File: src/rtl/reg_dump_scanner.sv
// reg_dump_scanner: debug reader for the processor's register-snoop port.
// A start pulse emits the PC as the first frame, then walks syn_reg_dst over
// every register and emits each sampled value as a tagged 32-bit frame on a
// valid/ready stream. The core keeps running, so a dump is not atomic.
// Optional build macro REG_DUMP_SKIP_ZERO_EN: registers that read as zero
// produce no frame. The PC frame is always sent.
module reg_dump_scanner #(
   parameter int NUM_REGS      = 32,
   parameter int SETTLE_CYCLES = 1,
   parameter int PC_TAG        = 63
) (
   input  logic        clk,
   input  logic        rst_n,
   input  logic        start,
   input  logic [31:0] syn_pc,
   input  logic [31:0] syn_reg_out,
   output logic [4:0]  syn_reg_dst,
   output logic        out_valid,
   input  logic        out_ready,
   output logic [31:0] out_data,
   output logic [5:0]  out_tag,
   output logic        busy,
   output logic        done
);

   typedef enum logic [1:0] {IDLE, SEND, SETTLE} state_t;

   localparam int              CNT_W    = (SETTLE_CYCLES > 0) ? $clog2(SETTLE_CYCLES + 1) : 1;
   localparam logic [5:0]      LAST_IDX = 6'(NUM_REGS - 1);
   localparam logic [5:0]      PC_TAG_V = 6'(PC_TAG);
   localparam logic [CNT_W-1:0] CNT_INIT = CNT_W'(SETTLE_CYCLES);

   state_t            state, state_next;
   logic [5:0]        idx, idx_next, idx_inc;
   logic [CNT_W-1:0]  cnt, cnt_next;
   logic [4:0]        dst_next;
   logic              valid_next, busy_next, done_next, skip_zero;
   logic [31:0]       data_next;
   logic [5:0]        tag_next;

   assign idx_inc = idx + 6'd1;

   // Zero-valued registers are only dropped when the skip feature is built in.
`ifdef REG_DUMP_SKIP_ZERO_EN
   assign skip_zero = (syn_reg_out == 32'd0);
`else
   assign skip_zero = 1'b0;
`endif

   // Register the FSM state together with every output and scan counter.
   always_ff @(posedge clk or negedge rst_n) begin
      if (!rst_n) begin
         state       <= IDLE;
         idx         <= 6'd0;
         cnt         <= '0;
         syn_reg_dst <= 5'd0;
         out_valid   <= 1'b0;
         out_data    <= 32'd0;
         out_tag     <= 6'd0;
         busy        <= 1'b0;
         done        <= 1'b0;
      end else begin
         state       <= state_next;
         idx         <= idx_next;
         cnt         <= cnt_next;
         syn_reg_dst <= dst_next;
         out_valid   <= valid_next;
         out_data    <= data_next;
         out_tag     <= tag_next;
         busy        <= busy_next;
         done        <= done_next;
      end
   end

   // Next-state and next-output logic; everything holds unless a step changes it.
   always_comb begin
      state_next = state;
      idx_next   = idx;
      cnt_next   = cnt;
      dst_next   = syn_reg_dst;
      valid_next = out_valid;
      data_next  = out_data;
      tag_next   = out_tag;
      busy_next  = busy;
      done_next  = 1'b0;
      case (state)
         IDLE: begin
            if (start) begin
               data_next  = syn_pc;
               tag_next   = PC_TAG_V;
               valid_next = 1'b1;
               busy_next  = 1'b1;
               idx_next   = 6'd0;
               state_next = SEND;
            end
         end
         SEND: begin
            if (out_ready) begin
               valid_next = 1'b0;
               if (out_tag == PC_TAG_V) begin
                  idx_next   = 6'd0;
                  dst_next   = 5'd0;
                  cnt_next   = CNT_INIT;
                  state_next = SETTLE;
               end else if (idx == LAST_IDX) begin
                  busy_next  = 1'b0;
                  done_next  = 1'b1;
                  state_next = IDLE;
               end else begin
                  idx_next   = idx_inc;
                  dst_next   = idx_inc[4:0];
                  cnt_next   = CNT_INIT;
                  state_next = SETTLE;
               end
            end
         end
         SETTLE: begin
            if (cnt != '0) begin
               cnt_next = cnt - CNT_W'(1);
            end else if (skip_zero) begin
               if (idx == LAST_IDX) begin
                  busy_next  = 1'b0;
                  done_next  = 1'b1;
                  state_next = IDLE;
               end else begin
                  idx_next = idx_inc;
                  dst_next = idx_inc[4:0];
                  cnt_next = CNT_INIT;
               end
            end else begin
               data_next  = syn_reg_out;
               tag_next   = {1'b0, syn_reg_dst};
               valid_next = 1'b1;
               state_next = SEND;
            end
         end
         default: state_next = IDLE;
      endcase
   end

endmodule

File: config.mk
export PLATFORM = sky130hd
export DESIGN_NAME = reg_dump_scanner
export DESIGN_NICKNAME = d
export VERILOG_FILES = /design/src/rtl/reg_dump_scanner.sv
export SDC_FILE = /design/constraint.sdc
export NUM_CORES = 1
export LEC_CHECK = 0
export BUFFER_PORTS_ARGS = -buffer_cell sky130_fd_sc_hd__buf_2
export CAP_MARGIN = 20
export CORE_MARGIN = 10
export CORE_UTILIZATION = 45
export CTS_BUF_LIST = sky130_fd_sc_hd__clkbuf_8
export CTS_CLUSTER_SIZE = 8
export DETAILED_ROUTE_END_ITERATION = 6
export PLACE_DENSITY = 0.77
export SYNTH_ARGS = -nofsm -noshare
export SYNTH_HDL_FRONTEND = slang
export SYNTH_SLANG_ARGS = --single-unit
File: constraint.sdc
create_clock -name clk -period 2 [get_ports clk]
set_input_delay 0.1 -clock clk [delete_from_list [all_inputs] [get_ports clk]]
set_output_delay 0.1 -clock clk [all_outputs]
set_load 0.02 [all_outputs]
==> run summary <==
vias in the first global route: 2191
detailed placement HPWL: 5360 um
Vias/cell: 5.10
most instantiated cells after synthesis: nand2_1, dfrtp_1, nor2_1
Final min period: 1.66 ns
Ys Warns: 0
Critical Path End Type: flop
Longest Clk Path Bufs: 2
Synth Area in Compound Gates: 16.6%
RSZ-0062 raised after global routing: false
outcome: complete, no violations
initial drt markers: 101
# resized after CTS: 0
Post-Synth XOR/XNOR Area: 1.05%
largest net degree at the start of global routing: 71
fin nets: 450
die area: 8920 sq um
first drt pass iteration count: 4
Synth Area in Simple Gates: 20.2%
multiplexer share of the synthesized area: 0.401%
Worst setup SP type: flop
initial antenna violation count: 0
hold_ws: 0.0339 ns
crit path kind: flop to flop
Ant. Diodes: 0
Setup Buffers After CTS: 0
syn avg cell area: 9.24 sq um
Primary FF master, synth: dfrtp_1
Cell Area, Synth: 2490 sq um
Final Hold Fails: 0
MaxCap Viol Count: 0
Syn Inst Count: 270
Power Density: 1490 nW/um^2
HP Class: input port to flop
synth top area cells: dfrtp_1, nand2_1, a31oi_1
final setup vio count: 0
CTS HTree Levels: 2
filler cell count: 492
worst-path maximum fanout: 13
Inserted Clock Buffers: 5
Cell Rows: 27
TritonCTS clock tree: built
die width: 94.5 um
Crit path required time: 2.18 ns
via count: 2312
Port Buf Inserts: 113
Synthesized Nets: 339
area grow syn2layout: 29.7%
area leader, netlist: dfrtp_1
Synth Area in Adders: 0.502%
number of synthesized flops with an enable pin: 0
cell leakage power: 1.56 nW
min-delay src: syn_reg_out[29]
fin. max-slew vios: 0
Synth top area share: 55.2%
crit path DAT: 1.84 ns
count leader, synth: nand2_1
worst hold stages: 3
largest family of logic cells by synthesized area: simple AND/OR/NAND/NOR gates
first-pass GRT wire length: 11100 um
final wirelength: 7080 um
capture point of the worst reg-to-reg path: idx[5]
later-pin clock latency in the skew report: 0.30 ns
setup_tns: 0 ns
Die Span Y: 94.5 um
Initial Utilization: 45.9%
gr usage total: 15.1%
# DRC: 0
Worst-path clk slew: 0.09 ns
Post-DRT Antenna Nets: 0
slew margin rel.: 50.7%
flop2flop setup slack: 0.34 ns
Max Freq: 601 MHz
Cell variety after synth: 34
sequential share of the synthesized area: 55.2%
Yosys reg bits: 55
Core Region: 5440 sq um
worst reg2reg path depth: 6
Tcrit/Tclk final: 83.2%
IO Pins: 114
drt wl/cell: 15.6 um
Clock Sinks: 55
VDD IR max: 0.000672 V
Slew @ Worst Pin: 0.740 ns
gr ovfl total: 0
clk root buf: clkbuf_8
hold path endpoint: out_data[29]
share of cells above drive strength 1: 34.9%
Worst Skew: 0.00483 ns
asr flop ratio synth: 100%
RR Startpoint: idx[0]
routability congestion estimate from global placement: 0.884
==> where the power goes <==
group	internal, mW	switching, mW	leakage (nW)	total [mW]
Combinational	0.825	1.46	0.875	2.28
Clock	0.366	0.342	0.0502	0.708
Sequential	1.55	0.290	0.634	1.84
Total	2.74	2.09	1.56	4.83
==> sequential cells by signal, summed over array words and instances (netlist names) <==
| register | count |
|---|---|
| busy | 1 |
| cnt | 1 |
| out_tag | 6 |
| syn_reg_dst | 5 |
| state | 2 |
| done | 1 |
| idx | 6 |
| out_data | 32 |
| out_valid | 1 |
==> critical path, cell delays in order, from the launching register on <==
cell     delay (ns)
dfrtp_1        0.41
ha_1           0.24
and3_1         0.22
and3_2         0.24
a21oi_2        0.13
buf_4          0.19
o32ai_1        0.10
==> through the flow <==
step / utilization [%] / instance area (sq um) / instances / power, mW / setup slack (ns)
floorplan: - / 2490 / 270 / 3.40 / 0.424
global placement: 57.4 / 3120 / 445 / 4.11 / 0.393
detailed placement: 57.4 / 3120 / 445 / 4.17 / 0.349
CTS: 59.5 / 3240 / 453 / 4.89 / 0.332
global route: 59.5 / 3240 / 453 / 5.20 / 0.188
finish: 59.5 / 3240 / 453 / 4.83 / 0.335
==> metal layers <==
layer / part of all wire [%] / track usage (%)
met1: 42 / 18.7
met2: 46 / 24.0
met3: 11 / 5.23
met4: 1.2 / 5.36
met5: 0 / 0
==> cell families after synthesis <==
kind of cell,count (synthesis)
multiplexers,1
AO/OA/AOI/OAI,60
AND/OR/NAND/NOR,120
buffers and inverters,30
flip-flops,55
XOR/XNOR,3
adder cells (fa/ha/maj),1
==> repair_timing <==
item                                    in CTS  in global routing
hold endpoints to repair                    32                  0
endpoints found under the setup margin       0                  0
hold buffers                                 1                  0
==> worst max path at each step <==
stage	startpoint	endpoint	slack (ns)
5_1_grt	idx[0]	idx[5]	0.19
4_1_cts	idx[0]	idx[5]	0.33
6_report	idx[0]	idx[5]	0.34
2_1_floorplan	idx[0]	idx[2]	0.42
3_5_place_dp	idx[0]	idx[2]	0.35
3_3_place_gp	idx[0]	idx[5]	0.39
==> area by class of cell <==
type | count | area [sq um] | area share (%)
Sequential cell | 55 | 1380 | 42.5
Multi-Input combinational cell | 185 | 971 | 30.0
Timing Repair Buffer | 122 | 648 | 20.0
Tap cell | 72 | 90.1 | 2.78
Clock buffer | 5 | 68.8 | 2.13
Inverter | 12 | 45.0 | 1.39
Clock inverter | 2 | 37.5 | 1.16
==> layout by cell type, fill, tap and decap left out, types with 2 or more instances in the layout <==
cell type and instances:
inv_1 12, nor2_1 35, buf_2 113, a31oi_1 33, nand3_1 6, o31ai_1 5, buf_4 7, dfrtp_1 55
a21oi_1 3, nand2_1 65, o22a_1 2, o21ai_0 5, xnor2_1 2, nand2b_1 5, a21o_1 3, clkbuf_8 5
o32a_1 5
No activity file was read; power rests on OpenSTA's default activity.
